[config.mk]
export PLATFORM = sky130hd
export DESIGN_NAME = bus_controller
export DESIGN_NICKNAME = d
export VERILOG_FILES = /design/src/rtl/bus_controller.sv
export SDC_FILE = /design/constraint.sdc
export NUM_CORES = 1
export LEC_CHECK = 0
export ABC_AREA = 1
export BUFFER_PORTS_ARGS = -buffer_cell sky130_fd_sc_hd__buf_2
export CAP_MARGIN = 20
export CORE_ASPECT_RATIO = 0.5
export CORE_UTILIZATION = 48
export CTS_BUF_LIST = sky130_fd_sc_hd__clkbuf_4 sky130_fd_sc_hd__clkbuf_8
export DETAILED_ROUTE_END_ITERATION = 10
export HOLD_SLACK_MARGIN = 0.15
export PLACE_DENSITY = 0.85
export SKIP_CTS_REPAIR_TIMING = 1
export SLEW_MARGIN = 20
export SYNTH_ARGS = -nofsm -noshare
export SYNTH_HDL_FRONTEND = slang
export SYNTH_SLANG_ARGS = --single-unit
[constraint.sdc]
create_clock -name clk_in -period 2.3 [get_ports clk_in]
set_clock_uncertainty 0.05 [all_clocks]
set_input_delay 0.46 -clock clk_in [delete_from_list [all_inputs] [get_ports clk_in]]
set_output_delay 0.46 -clock clk_in [all_outputs]
set_load 0.02 [all_outputs]
[src/rtl/bus_controller.sv]
// bus_controller: single-master bridge from the picorv32 native memory
// interface to the SoC slaves (ROM, RAM, IO registers).
// Each request is decoded against three address windows. A legal hit drives
// a one-hot select to that slave and returns its ready/rdata. An illegal
// access is answered with an error response carrying ERR_RDATA. The first
// faulting address since reset is recorded in err_addr_out.
// Optional build macro: BUS_TIMEOUT_EN. When it is defined, an ACCESS that
// waits TIMEOUT_CYCLES cycles without the selected ready is aborted into an
// error response.
module bus_controller #(
    parameter logic [31:0] ROM_BASE       = 32'h0000_0000,
    parameter logic [31:0] RAM_BASE       = 32'h0000_1000,
    parameter logic [31:0] MEM_SIZE       = 32'h0000_1000,
    parameter logic [31:0] IO_BASE        = 32'h1000_0000,
    parameter logic [31:0] IO_SIZE        = 32'h0000_0010,
    parameter logic [31:0] ERR_RDATA      = 32'hDEAD_BEEF,
    parameter int unsigned TIMEOUT_CYCLES = 255
) (
    input  logic        clk_in,
    input  logic        reset_in,
    input  logic        cpu_valid,
    input  logic        cpu_instr,
    input  logic [31:0] cpu_addr,
    input  logic [31:0] cpu_wdata,
    input  logic [3:0]  cpu_wstrb,
    output logic        cpu_ready,
    output logic [31:0] cpu_rdata,
    output logic [2:0]  sel_out,
    output logic        write_out,
    output logic [29:0] addr_out,
    output logic [31:0] wdata_out,
    output logic [3:0]  wstrb_out,
    input  logic [2:0]  slv_ready_in,
    input  logic [95:0] slv_rdata_in,
    output logic        bus_error_out,
    output logic [31:0] err_addr_out
);

    localparam int NUM_SLV = 3;

    // Slave index order matches sel_out: 0=ROM, 1=RAM, 2=IO
    localparam logic [31:0] WIN_BASE [NUM_SLV] = '{ROM_BASE, RAM_BASE, IO_BASE};
    localparam logic [31:0] WIN_SIZE [NUM_SLV] = '{MEM_SIZE, MEM_SIZE, IO_SIZE};

    typedef enum logic [1:0] {
        IDLE,
        ACCESS,
        RESP,
        ERROR
    } state_t;

    state_t      state_q, state_d;
    logic        cpu_ready_q, cpu_ready_d;
    logic [31:0] cpu_rdata_q, cpu_rdata_d;
    logic [2:0]  sel_q, sel_d;
    logic        write_q, write_d;
    logic [29:0] addr_q, addr_d;
    logic [31:0] wdata_q, wdata_d;
    logic [3:0]  wstrb_q, wstrb_d;
    logic        bus_error_q, bus_error_d;
    logic [31:0] err_addr_q, err_addr_d;

    // Request decode
    logic [2:0]  win_hit;
    logic [2:0]  req_legal;
    logic [2:0]  req_sel;
    logic        req_aligned;
    logic [29:0] win_off [NUM_SLV];
    logic [29:0] req_word;

    // Return path from the selected slave
    logic [2:0]  slv_rdy_masked;
    logic [31:0] slv_rdata_masked [NUM_SLV];
    logic [31:0] sel_rdata;
    logic        sel_ready;

    // Unsigned window test; the 33-bit limit keeps a window touching the top
    // of the address space from wrapping to zero.
    function automatic logic in_window(input logic [31:0] addr,
                                       input logic [31:0] base,
                                       input logic [31:0] size);
        logic [32:0] limit;
        limit = {1'b0, base} + {1'b0, size};
        return ({1'b0, addr} >= {1'b0, base}) && ({1'b0, addr} < limit);
    endfunction

    genvar gi;
    generate
        for (gi = 0; gi < NUM_SLV; gi++) begin : g_slv
            assign win_hit[gi]          = in_window(cpu_addr, WIN_BASE[gi], WIN_SIZE[gi]);
            assign win_off[gi]          = cpu_addr[31:2] - WIN_BASE[gi][31:2];
            // Only the selected slave may complete the access
            assign slv_rdy_masked[gi]   = sel_q[gi] & slv_ready_in[gi];
            assign slv_rdata_masked[gi] = sel_q[gi] ? slv_rdata_in[32*gi +: 32] : 32'h0;
        end
    endgenerate

    // ROM is read-only (fetch or data); RAM and IO refuse instruction fetches
    assign req_legal[0] = win_hit[0] && (cpu_wstrb == 4'b0000);
    assign req_legal[1] = win_hit[1] && !cpu_instr;
    assign req_legal[2] = win_hit[2] && !cpu_instr;
    assign req_aligned  = (cpu_addr[1:0] == 2'b00);
    assign req_sel      = req_aligned ? req_legal : 3'b000;
    assign sel_ready    = |slv_rdy_masked;

    // Window-relative word address of the request and OR-reduced slave read data
    always_comb begin
        req_word  = cpu_addr[31:2];
        sel_rdata = 32'h0;
        for (int i = 0; i < NUM_SLV; i++) begin
            if (req_sel[i]) begin
                req_word = win_off[i];
            end
            sel_rdata = sel_rdata | slv_rdata_masked[i];
        end
    end

`ifdef BUS_TIMEOUT_EN
    localparam int TMO_W = $clog2(TIMEOUT_CYCLES + 1);

    logic [TMO_W-1:0] tmo_q, tmo_d;
    logic [31:0]      req_addr_q, req_addr_d;
    logic             tmo_expire;

    // The current ACCESS cycle is the last one allowed without ready
    assign tmo_expire = ((32'(tmo_q) + 32'd1) >= TIMEOUT_CYCLES);
`else
    logic unused_timeout_cfg;
    assign unused_timeout_cfg = (TIMEOUT_CYCLES == 0);
`endif

    // Next-state, response and capture logic of the transaction FSM
    always_comb begin
        state_d     = state_q;
        cpu_ready_d = 1'b0;
        cpu_rdata_d = cpu_rdata_q;
        sel_d       = sel_q;
        write_d     = write_q;
        addr_d      = addr_q;
        wdata_d     = wdata_q;
        wstrb_d     = wstrb_q;
        bus_error_d = bus_error_q;
        err_addr_d  = err_addr_q;
`ifdef BUS_TIMEOUT_EN
        tmo_d       = tmo_q;
        req_addr_d  = req_addr_q;
`endif
        case (state_q)
            IDLE: begin
                if (cpu_valid) begin
                    addr_d  = req_word;
                    wdata_d = cpu_wdata;
                    wstrb_d = cpu_wstrb;
                    write_d = |cpu_wstrb;
                    if (req_sel != 3'b000) begin
                        sel_d   = req_sel;
                        state_d = ACCESS;
`ifdef BUS_TIMEOUT_EN
                        tmo_d      = '0;
                        req_addr_d = cpu_addr;
`endif
                    end else begin
                        // Decode fault: answer without touching any slave
                        state_d     = ERROR;
                        cpu_ready_d = 1'b1;
                        cpu_rdata_d = ERR_RDATA;
                        bus_error_d = 1'b1;
                        if (!bus_error_q) begin
                            err_addr_d = cpu_addr;
                        end
                    end
                end
            end
            ACCESS: begin
                if (sel_ready) begin
                    cpu_rdata_d = sel_rdata;
                    cpu_ready_d = 1'b1;
                    sel_d       = 3'b000;
                    state_d     = RESP;
                end
`ifdef BUS_TIMEOUT_EN
                else if (tmo_expire) begin
                    // Slave never answered: abort into the error response
                    sel_d       = 3'b000;
                    state_d     = ERROR;
                    cpu_ready_d = 1'b1;
                    cpu_rdata_d = ERR_RDATA;
                    bus_error_d = 1'b1;
                    if (!bus_error_q) begin
                        err_addr_d = req_addr_q;
                    end
                end else begin
                    tmo_d = tmo_q + TMO_W'(1);
                end
`endif
            end
            RESP: begin
                state_d = IDLE;
            end
            ERROR: begin
                state_d = IDLE;
            end
            default: begin
                state_d = IDLE;
            end
        endcase
    end

    // State and output registers with synchronous reset
    always_ff @(posedge clk_in) begin
        if (reset_in) begin
            state_q     <= IDLE;
            cpu_ready_q <= 1'b0;
            cpu_rdata_q <= 32'h0;
            sel_q       <= 3'b000;
            write_q     <= 1'b0;
            addr_q      <= 30'h0;
            wdata_q     <= 32'h0;
            wstrb_q     <= 4'h0;
            bus_error_q <= 1'b0;
            err_addr_q  <= 32'h0;
`ifdef BUS_TIMEOUT_EN
            tmo_q       <= '0;
            req_addr_q  <= 32'h0;
`endif
        end else begin
            state_q     <= state_d;
            cpu_ready_q <= cpu_ready_d;
            cpu_rdata_q <= cpu_rdata_d;
            sel_q       <= sel_d;
            write_q     <= write_d;
            addr_q      <= addr_d;
            wdata_q     <= wdata_d;
            wstrb_q     <= wstrb_d;
            bus_error_q <= bus_error_d;
            err_addr_q  <= err_addr_d;
`ifdef BUS_TIMEOUT_EN
            tmo_q       <= tmo_d;
            req_addr_q  <= req_addr_d;
`endif
        end
    end

    assign cpu_ready     = cpu_ready_q;
    assign cpu_rdata     = cpu_rdata_q;
    assign sel_out       = sel_q;
    assign write_out     = write_q;
    assign addr_out      = addr_q;
    assign wdata_out     = wdata_q;
    assign wstrb_out     = wstrb_q;
    assign bus_error_out = bus_error_q;
    assign err_addr_out  = err_addr_q;

endmodule

==> results of run 1 <==
metal layers:
metal / track usage / up-vias
met4: 0.101 / 0
li1: - / 3551
met2: 0.492 / 275
met1: 0.358 / 3197
met5: 0 / -
met3: 0.0604 / 41
worst paths after layout:
check             depth (start not counted)                      endpoint  slack (ns)                 startpoint
setup / recovery                         16     addr_out[25]$_SDFFE_PP0P_        0.36               cpu_addr[29]
hold / removal                            3  err_addr_out[3]$_SDFFE_PP0P_        0.22                cpu_addr[3]
hold reg to reg                           2     addr_out[11]$_SDFFE_PP0P_        0.41  addr_out[11]$_SDFFE_PP0P_
setup reg to reg                          6     addr_out[15]$_SDFFE_PP0P_        0.79    state_q[1]$_SDFFE_PP0P_
cells in the final DEF (no fill, tap or decap), types with 2 or more instances in the layout:
cell type	count
nand4_1	3
clkinvlp_4	3
nor2_4	2
nand2_1	223
bufinv_16	2
o21ai_0	60
nor2_2	3
clkbuf_8	18
clkinv_4	2
a31oi_1	3
nor2_1	198
nand2_2	6
inv_1	103
inv_2	7
buf_2	306
nor4_1	2
ha_1	5
dfxtp_1	138
a21oi_1	37
o21ai_1	26
nand3_1	39
nand3_2	4
buf_12	5
a41oi_1	24
buf_4	17
clkinv_2	3
sequential cells by signal (all words and copies together) (netlist names):
signal and cells:
cpu_rdata 32, cpu_ready 1, addr_out 30, err_addr_out 32, wstrb_out 4, sel_out 3, state_q 2, wdata_out 32
bus_error_out 1, write_out 1
cell families after synthesis:
logic type | share of synthesized area
buffers and inverters | 0.105
AND/OR/NAND/NOR | 0.312
flip-flops | 0.437
AO/OA/AOI/OAI | 0.137
adder cells (fa/ha/maj) | 0.00989
critical path: stages:
cell      delay [ns]
buf_2           0.12
inv_1           0.15
ha_1            0.22
nand2_1         0.08
clkinv_1        0.06
o21ai_1         0.09
nor2_4          0.13
nand3_2         0.12
nand2_4         0.13
inv_2           0.06
nand2_2         0.14
inv_2           0.06
nand2_2         0.16
nand3_1         0.10
nand2_1         0.07
inv_1           0.04
power breakdown:
group / internal, uW / leakage, uW / switching (uW) / total, uW
combinational: 535 / 0.00317 / 989 / 1520
sequential: 2640 / 0.00114 / 123 / 2760
clock: 993 / 0.000187 / 927 / 1920
final cells by class:
class | count | area, um2
clock inverters | 11 | 124
repair buffers | 328 | 1760
inverters | 111 | 417
fillers | 1173 | 4340
clock buffers | 19 | 255
flip-flops and latches | 138 | 2760
multi-input cells | 642 | 2900
well taps | 170 | 213
stage by stage:
step | area [um2] | setup WS (ns) | cells
4_1_cts | 8430 | 0.395 | 1419
3_3_place_gp | 8050 | 0.0702 | 1389
6_report | 8430 | 0.361 | 1419
2_1_floorplan | 6330 | 0.303 | 945
5_1_grt | 8430 | 0.223 | 1419
3_5_place_dp | 8050 | -0.0541 | 1389
==> metrics.md, run 1 <==
| Metric | Value |
|---|---|
| Area growth syn-to-layout | `33.3%` |
| Max FO, Critical Path | `8` |
| Cell type with the largest total area after synthesis | `dfxtp_1` |
| WL final | `19.5 mm` |
| Post-Syn Area | `6330 um2` |
| I/O pin cnt | `307` |
| Final hold violations | `0` |
| Detail Route Antenna Nets | `0` |
| Maximum VDD drop | `0.000418 V` |
| Via count | `7,064` |
| GRT Overall Usage | `0.288` |
| WL met2 | `9.32 mm` |
| CTS H-Tree Depth | `4` |
| Synth top area share | `0.437` |
| Fin Setup TNS | `0 ns` |
| Placer Congestion | `0.951` |
| Routed length on met1 | `8.37 mm` |
| # DRC | `0` |
| Nets | `1,414` |
| Sequential area share after synthesis | `0.437` |
| # diodes | `0` |
| Post-synthesis net count | `1,121` |
| Routed vias/inst | `4.98` |
| DIE AREA | `13,700 um2` |
| First-pass GRT wire length | `31.6 mm` |
| Leak | `0.00450 uW` |
| FFs w/ async S/R, synth | `0` |
| Post-synth EDFFs | `0` |
| DP HPWL | `14.4 mm` |
| Worst setup path category | `in2reg` |
| Startpoint types | `primary input` |
| FP Rows | `29` |
| # port buffers | `306` |
| Most instantiated cells after synthesis | `nand2_1, nor2_1, dfxtp_1, inv_1, o21ai_0` |
| TritonCTS clock tree | `yes` |
| Core ar. | `12,800 um2` |
| Yosys reg bits | `138` |
| Cts bufs inserted | `17` |
| RSZ-0062 raised after global routing | `no` |
| Area contributors post-synth | `dfxtp_1, nand2_1, nor2_1, inv_1, o21ai_0` |
| Clk pin slew, worst setup/hold paths | `0.08 ns` |
| Drt wl/cell | `13.8 um` |
| Remaining global-route overflow | `0` |
| Most common cell in the netlist | `nand2_1` |
| YS warnings | `0` |
| Max_slew headroom | `0.619` |
| First drt pass iteration count | `5` |
| Power density cells | `736 nW/um2` |
| Share of cells above drive strength 1 | `0.307` |
| Max Cap Viol | `0` |
| Vias in the first global route | `6,556` |
| Synth Flop Type | `dfxtp_1` |
| Yosys cell types | `31` |
| Starting Density | `0.495` |
| Tcrit/Tclk final | `0.843` |
| DR WL met3 | `1.40 mm` |
| Maximum clock rate | `0.516 GHz` |
| Die Y | `83.2 um` |
| Initial antenna violation count | `0` |
| Period minus WS final | `1.94 ns` |
| Worst-skew pair later-pin latency | `0.42 ns` |
| Status | `finished clean` |
| Initial drt markers | `606` |
| Die outline width | `164 um` |
| Largest net degree at the start of global routing | `83` |
| Fin util | `0.660` |
| Hold slack | `0.219 ns` |
| CTS sink count | `138` |
| Crit. End Element | `flop` |
| Worst slew pin tran | `0.571 ns` |
| CP required | `2.58 ns` |
| Top Layer Used | `met4` |
| Post-Synthesis Mean Instance Area | `6.70 um2` |
| Cell count after synthesis | `945` |
| Critical path arrival | `2.22 ns` |
| Slew Viols, Final | `0` |
| Final Power | `6200 uW` |
| Root buf cell | `clkbuf_8` |
| Final Setup Violations | `0` |
| Hold Path Class | `in2reg` |
| CTS max path bufs | `2` |
No activity file was read; power rests on OpenSTA's default activity.
==> inputs of run 2 (changes only) <==
==> constraint.sdc (replaced) <==
create_clock -name clk_in -period 1.89 [get_ports clk_in]
set_clock_uncertainty 0.05 [all_clocks]
set_input_delay 0.378 -clock clk_in [delete_from_list [all_inputs] [get_ports clk_in]]
set_output_delay 0.378 -clock clk_in [all_outputs]
set_load 0.02 [all_outputs]
==> run 2 against run 1 <==
Critical path depth increased by 1. Worst setup slack lost 0.27 ns. Global-route usage grew 0.13 points. Total power is 27% higher. Highest routed layer is now met5. Die area unchanged. Sequential power up 22%. First-iteration DRC count shrank 13%. Sequential cell count did not move. Sequential share of layout area fell by 2.3 points. Largest cell class unchanged. Worst hold slack got worse by 0.079 ns. Final cell count is 4.9% higher. Core utilization up 5.1 points. Largest power group unchanged. Critical endpoint is now err_addr_out[16]$_SDFFE_PP0P_.
==> metrics.md, run 2 (synthesis results as in run 1) <==
| Metric | Value |
|---|---|
| GRT Overall Usage | `0.289` |
| # port buffers | `306` |
| Remaining global-route overflow | `0` |
| Final hold violations | `0` |
| Seq pwr share | `0.425` |
| Detail Route Antenna Nets | `0` |
| Clk pwr share | `0.322` |
| Root buf cell | `clkbuf_8` |
| Routed vias/inst | `4.95` |
| Tcrit/Tclk final | `0.950` |
| DP HPWL | `14.9 mm` |
| Core ar. | `12,800 um2` |
| Status | `finished clean` |
| I/O pin cnt | `307` |
| Seq. cell area | `2760 um2` |
| Final Setup Violations | `0` |
| Worst-skew pair later-pin latency | `0.42 ns` |
| Hold Path Class | `in2reg` |
| Switching share of total power | `0.327` |
| DIE AREA | `13,700 um2` |
| Non-filler cells, final | `1,488` |
| Die outline width | `164 um` |
| CTS max path bufs | `2` |
| Nets | `1,481` |
| Maximum VDD drop | `0.000437 V` |
| TritonCTS clock tree | `yes` |
| FP Rows | `29` |
| Worst slew pin tran | `0.500 ns` |
| Power density cells | `871 nW/um2` |
| First drt pass iteration count | `6` |
| Net switching power figure | `2580 uW` |
| Period minus WS final | `1.79 ns` |
| Logic pwr share | `0.253` |
| Maximum clock rate | `0.557 GHz` |
| Startpoint types | `primary input` |
| Initial drt markers | `525` |
| Multi-input logic area | `2950 um2` |
| Placed insts | `1,444` |
| WL final | `20.6 mm` |
| Max Cap Viol | `0` |
| CP required | `2.20 ns` |
| Most common cell after layout, fill and taps aside | `buf_2` |
| Share of cells above drive strength 1 | `0.347` |
| Internal power | `5320 uW` |
| # diodes | `0` |
| Max FO, Critical Path | `10` |
| Critical path arrival | `2.11 ns` |
| Die Y | `83.2 um` |
| Final Power | `7910 uW` |
| Max_slew headroom | `0.664` |
| Starting Density | `0.495` |
| Fillcell total | `1,105` |
| Clk pin slew, worst setup/hold paths | `0.09 ns` |
| Drt wl/cell | `13.8 um` |
| Vias in the first global route | `6,707` |
| Leak | `0.00487 uW` |
| Most frequent cells in the layout | `buf_2, nand2_1, nor2_1` |
| CTS H-Tree Depth | `4` |
| Area growth syn-to-layout | `43.5%` |
| Worst setup path category | `in2reg` |
| Largest net degree at the start of global routing | `89` |
| Cts bufs inserted | `17` |
| Slew Viols, Final | `0` |
| First-pass GRT wire length | `31.5 mm` |
| Crit. End Element | `flop` |
| # DRC | `0` |
| Placer Congestion | `0.907` |
| CTS sink count | `138` |
| Initial antenna violation count | `1` |
| Via count | `7,364` |
## run 2: changes by cell type in the layout (fill, tap and decap cells not counted), moves of 2 or more
cell           previous run  this run
buf_4                    17        73
buf_6                     0         5
clkbuf_16                 0         2
dlygate4sd3_1             0         4
inv_1                   103       100
inv_2                     7         9
inv_6                     1         4
nand3_1                  39        37
nand3_2                   4         6
nor2_1                  198       196
nor2_4                    2         4
## run 2: worst paths after layout
path	start	endpoint	slack, ns	cells after the start
min reg2reg	cpu_rdata[27]$_SDFFE_PP0P_	cpu_rdata[27]$_SDFFE_PP0P_	0.42	2
max reg2reg	state_q[0]$_SDFFE_PP0P_	err_addr_out[16]$_SDFFE_PP0P_	0.28	9
max	cpu_addr[28]	err_addr_out[16]$_SDFFE_PP0P_	0.1	17
min	cpu_wdata[12]	wdata_out[12]$_SDFFE_PP0P_	0.14	3
## run 2: layout make-up
type	count	share of cell area
tap	170	0.0234
timing repair buffer	395	0.256
sequential	138	0.304
clock buffer	19	0.0274
multi-input combinational	642	0.324
inverter	111	0.0461
clock inverter	13	0.0183
## run 2: per-stage QoR
step | util | cell area, um2 | worst slack (ns) | hold slack, ns | setup TNS [ns]
final | 0.711 | 9080 | 0.0952 | 0.140 | 0
after floorplan | - | 6340 | -0.00756 | 0.443 | -0.227
after global placement | 0.663 | 8470 | -0.248 | 0.388 | -17.32
after detailed placement | 0.663 | 8470 | -0.299 | 0.400 | -21.11
after global routing | 0.711 | 9080 | -0.00457 | 0.150 | -0.00829
after CTS | 0.696 | 8890 | 0.103 | 0.126 | 0
## run 2: routing by layer
layer,global-route usage,up-vias,share of wire
li1,-,3691,-
met3,0.0604,48,0.063
met1,0.356,3361,0.43
met4,0.112,2,0.025
met2,0.494,262,0.48
met5,0,-,0.00063
## run 2: worst max-delay path, cell delays in order
cell	delay, ns
buf_2	0.13
inv_2	0.08
ha_2	0.17
nand2_2	0.07
inv_2	0.09
nand2_4	0.07
nor2_4	0.09
nand2_2	0.09
nand3_2	0.07
nand2_1	0.06
inv_2	0.10
nand4_4	0.17
buf_6	0.19
clkbuf_16	0.16
nand2_1	0.05
nand2_1	0.04
nor2_1	0.10
## run 2: power by group through the flow
stage | Sequential [uW] | Combinational [uW] | Clock [uW]
after CTS | 3360 | 1930 | 2590
after global placement | 3410 | 1880 | 0
after global routing | 3390 | 2200 | 2720
after floorplan | 3780 | 765 | 0
after detailed placement | 3420 | 1920 | 0
final | 3360 | 2000 | 2540
==> inputs of run 3 (changes only) <==
--- a/config.mk
+++ b/config.mk
@@ -9,11 +9,10 @@
 export BUFFER_PORTS_ARGS = -buffer_cell sky130_fd_sc_hd__buf_2
 export CAP_MARGIN = 20
 export CORE_ASPECT_RATIO = 0.5
-export CORE_UTILIZATION = 48
-export CTS_BUF_LIST = sky130_fd_sc_hd__clkbuf_4 sky130_fd_sc_hd__clkbuf_8
+export CORE_UTILIZATION = 47
 export DETAILED_ROUTE_END_ITERATION = 10
 export HOLD_SLACK_MARGIN = 0.15
-export PLACE_DENSITY = 0.85
+export PLACE_DENSITY = 0.83
 export SKIP_CTS_REPAIR_TIMING = 1
 export SLEW_MARGIN = 20
 export SYNTH_ARGS = -nofsm -noshare
==> run 3 against run 2 <==
The flow now finishes with violations (DRC). Sequential power is essentially flat. Critical path type unchanged. Critical path depth is 1 lower. Register-to-register slack got worse by 0.06 ns. Via count rose by 0.14%. Global-route usage is 0.58 points lower. Maximum frequency down 2.3%. Design area rose by 2.6%. Critical endpoint is now cpu_rdata[21]$_SDFFE_PP0P_. Sequential share of layout area is 0.76 points lower. Die area increased by 2.1%. Sequential cell count unchanged. Final cell count about the same.
==> metrics.md, run 3 (synthesis results as in run 1) <==
| Metric | Value |
|---|---|
| Status | `finished, violations left` |
| Violated checks | `DRC` |
| CTS max path bufs | `2` |
| Clk pin slew, worst setup/hold paths | `0.06 ns` |
| Crit. End Element | `flop` |
| Area growth syn-to-layout | `47.2%` |
| Max_slew headroom | `0.733` |
| Multi-input logic area | `2980 um2` |
| Remaining global-route overflow | `0` |
| Placer Congestion | `0.860` |
| Final hold violations | `0` |
| Via count | `7,374` |
| First drt pass iteration count | `9` |
| TritonCTS clock tree | `yes` |
| CTS sink count | `138` |
| Hold Path Class | `in2reg` |
| DP HPWL | `14.9 mm` |
| Max FO, Critical Path | `24` |
| Leak | `0.00498 uW` |
| Maximum VDD drop | `0.000601 V` |
| GRT Overall Usage | `0.283` |
| # diodes | `0` |
| Most common cell after layout, fill and taps aside | `buf_2` |
| Share of cells above drive strength 1 | `0.357` |
| Most frequent cells in the layout | `buf_2, nand2_1, nor2_1` |
| Fillcell total | `1,090` |
| Die Y | `84.1 um` |
| Die outline width | `166 um` |
| Startpoint types | `primary input` |
| Worst slew pin tran | `0.397 ns` |
| CTS H-Tree Depth | `4` |
| I/O pin cnt | `307` |
| Vias in the first global route | `6,842` |
| WL final | `20.4 mm` |
| Period minus WS final | `1.84 ns` |
| Core ar. | `12,900 um2` |
| Root buf cell | `clkbuf_16` |
| Detail Route Antenna Nets | `0` |
| Slew Viols, Final | `0` |
| Largest net degree at the start of global routing | `89` |
| Final instance area | `9320 um2` |
| Final Setup Violations | `0` |
| Power density cells | `965 nW/um2` |
| Worst setup path category | `in2reg` |
| Cell Area, Placed | `8500 um2` |
| DIE AREA | `14,000 um2` |
| Worst-skew pair later-pin latency | `0.41 ns` |
| Maximum clock rate | `0.544 GHz` |
| Initial antenna violation count | `0` |
| # port buffers | `306` |
| Non-filler cells, final | `1,487` |
| Critical path arrival | `2.09 ns` |
| First-pass GRT wire length | `32.0 mm` |
| CP required | `2.14 ns` |
| Cts bufs inserted | `17` |
| FP Rows | `29` |
| Initial drt markers | `501` |
| Seq. cell area | `2760 um2` |
| Max Cap Viol | `0` |
| Routed vias/inst | `4.96` |
| Nets | `1,480` |
| Starting Density | `0.491` |
| Tcrit/Tclk final | `0.972` |
| Drt wl/cell | `13.7 um` |
| Placed insts | `1,449` |
| # DRC | `17` |
[run 3: cell count changes in the layout (fill, tap and decap cells not counted), moves of 3 or more]
cell           previous run  this run
clkbuf_16                 2        19
clkbuf_8                 17         1
buf_4                    73        77
clkinv_4                  1         5
dlygate4sd3_1             4         0
nor2_1                  196       192
nand2_1                 223       220
nor2_2                    3         6
[run 3: layer usage]
layer  up-vias  share of wire  global-route usage
li1       3681              -                   -
met1      3392           0.42               0.333
met2       258           0.50               0.516
met3        43          0.061              0.0640
met4         0          0.019              0.0841
met5         -              0                   0
[run 3: cell type report]
class | instances | area share
multi-input combinational | 642 | 0.319
sequential | 138 | 0.297
timing repair buffer | 394 | 0.246
clock buffer | 18 | 0.0471
inverter | 111 | 0.0455
tap | 170 | 0.0228
clock inverter | 14 | 0.0224
[run 3: per-stage QoR]
stage	util	total power, uW	setup slack [ns]	TNS [ns]	hold slack (ns)
final	0.723	8990	0.0530	0	0.150
after global routing	0.723	9390	-0.0829	-1.35	0.154
after CTS	0.710	8970	0.108	0	0.144
after detailed placement	0.660	5350	-0.298	-20.83	0.395
after global placement	0.660	5290	-0.208	-14.80	0.389
after floorplan	-	4550	-0.00756	-0.227	0.443
[run 3: path summary, 6_finish.rpt]
| kind | from | endpoint | slack [ns] | depth (start not counted) |
|---|---|---|---|---|
| max | cpu_addr[13] | cpu_rdata[21]$_SDFFE_PP0P_ | 0.05 | 16 |
| min | cpu_addr[2] | err_addr_out[2]$_SDFFE_PP0P_ | 0.15 | 3 |
| max reg2reg | state_q[0]$_SDFFE_PP0P_ | err_addr_out[18]$_SDFFE_PP0P_ | 0.22 | 7 |
| min reg2reg | cpu_rdata[1]$_SDFFE_PP0P_ | cpu_rdata[1]$_SDFFE_PP0P_ | 0.41 | 2 |
[run 3: worst max-delay path: stages]
cell and delay, ns:
buf_2 0.11, buf_4 0.13, nor2_1 0.17, nand2_1 0.11, nor2_1 0.12, nand3_1 0.10
nand2_1 0.09, nand3_2 0.08, nand2_1 0.08, inv_2 0.05, buf_4 0.13, nand3_2 0.08
nand2_2 0.07, buf_12 0.16, o21ai_0 0.15, inv_1 0.05
[run 3: power by group]
| group | internal [uW] | total (uW) | switching [uW] |
|---|---|---|---|
| Sequential | 3210 | 3370 | 151 |
| Clock | 2280 | 3630 | 1360 |
| Combinational | 757 | 1990 | 1240 |
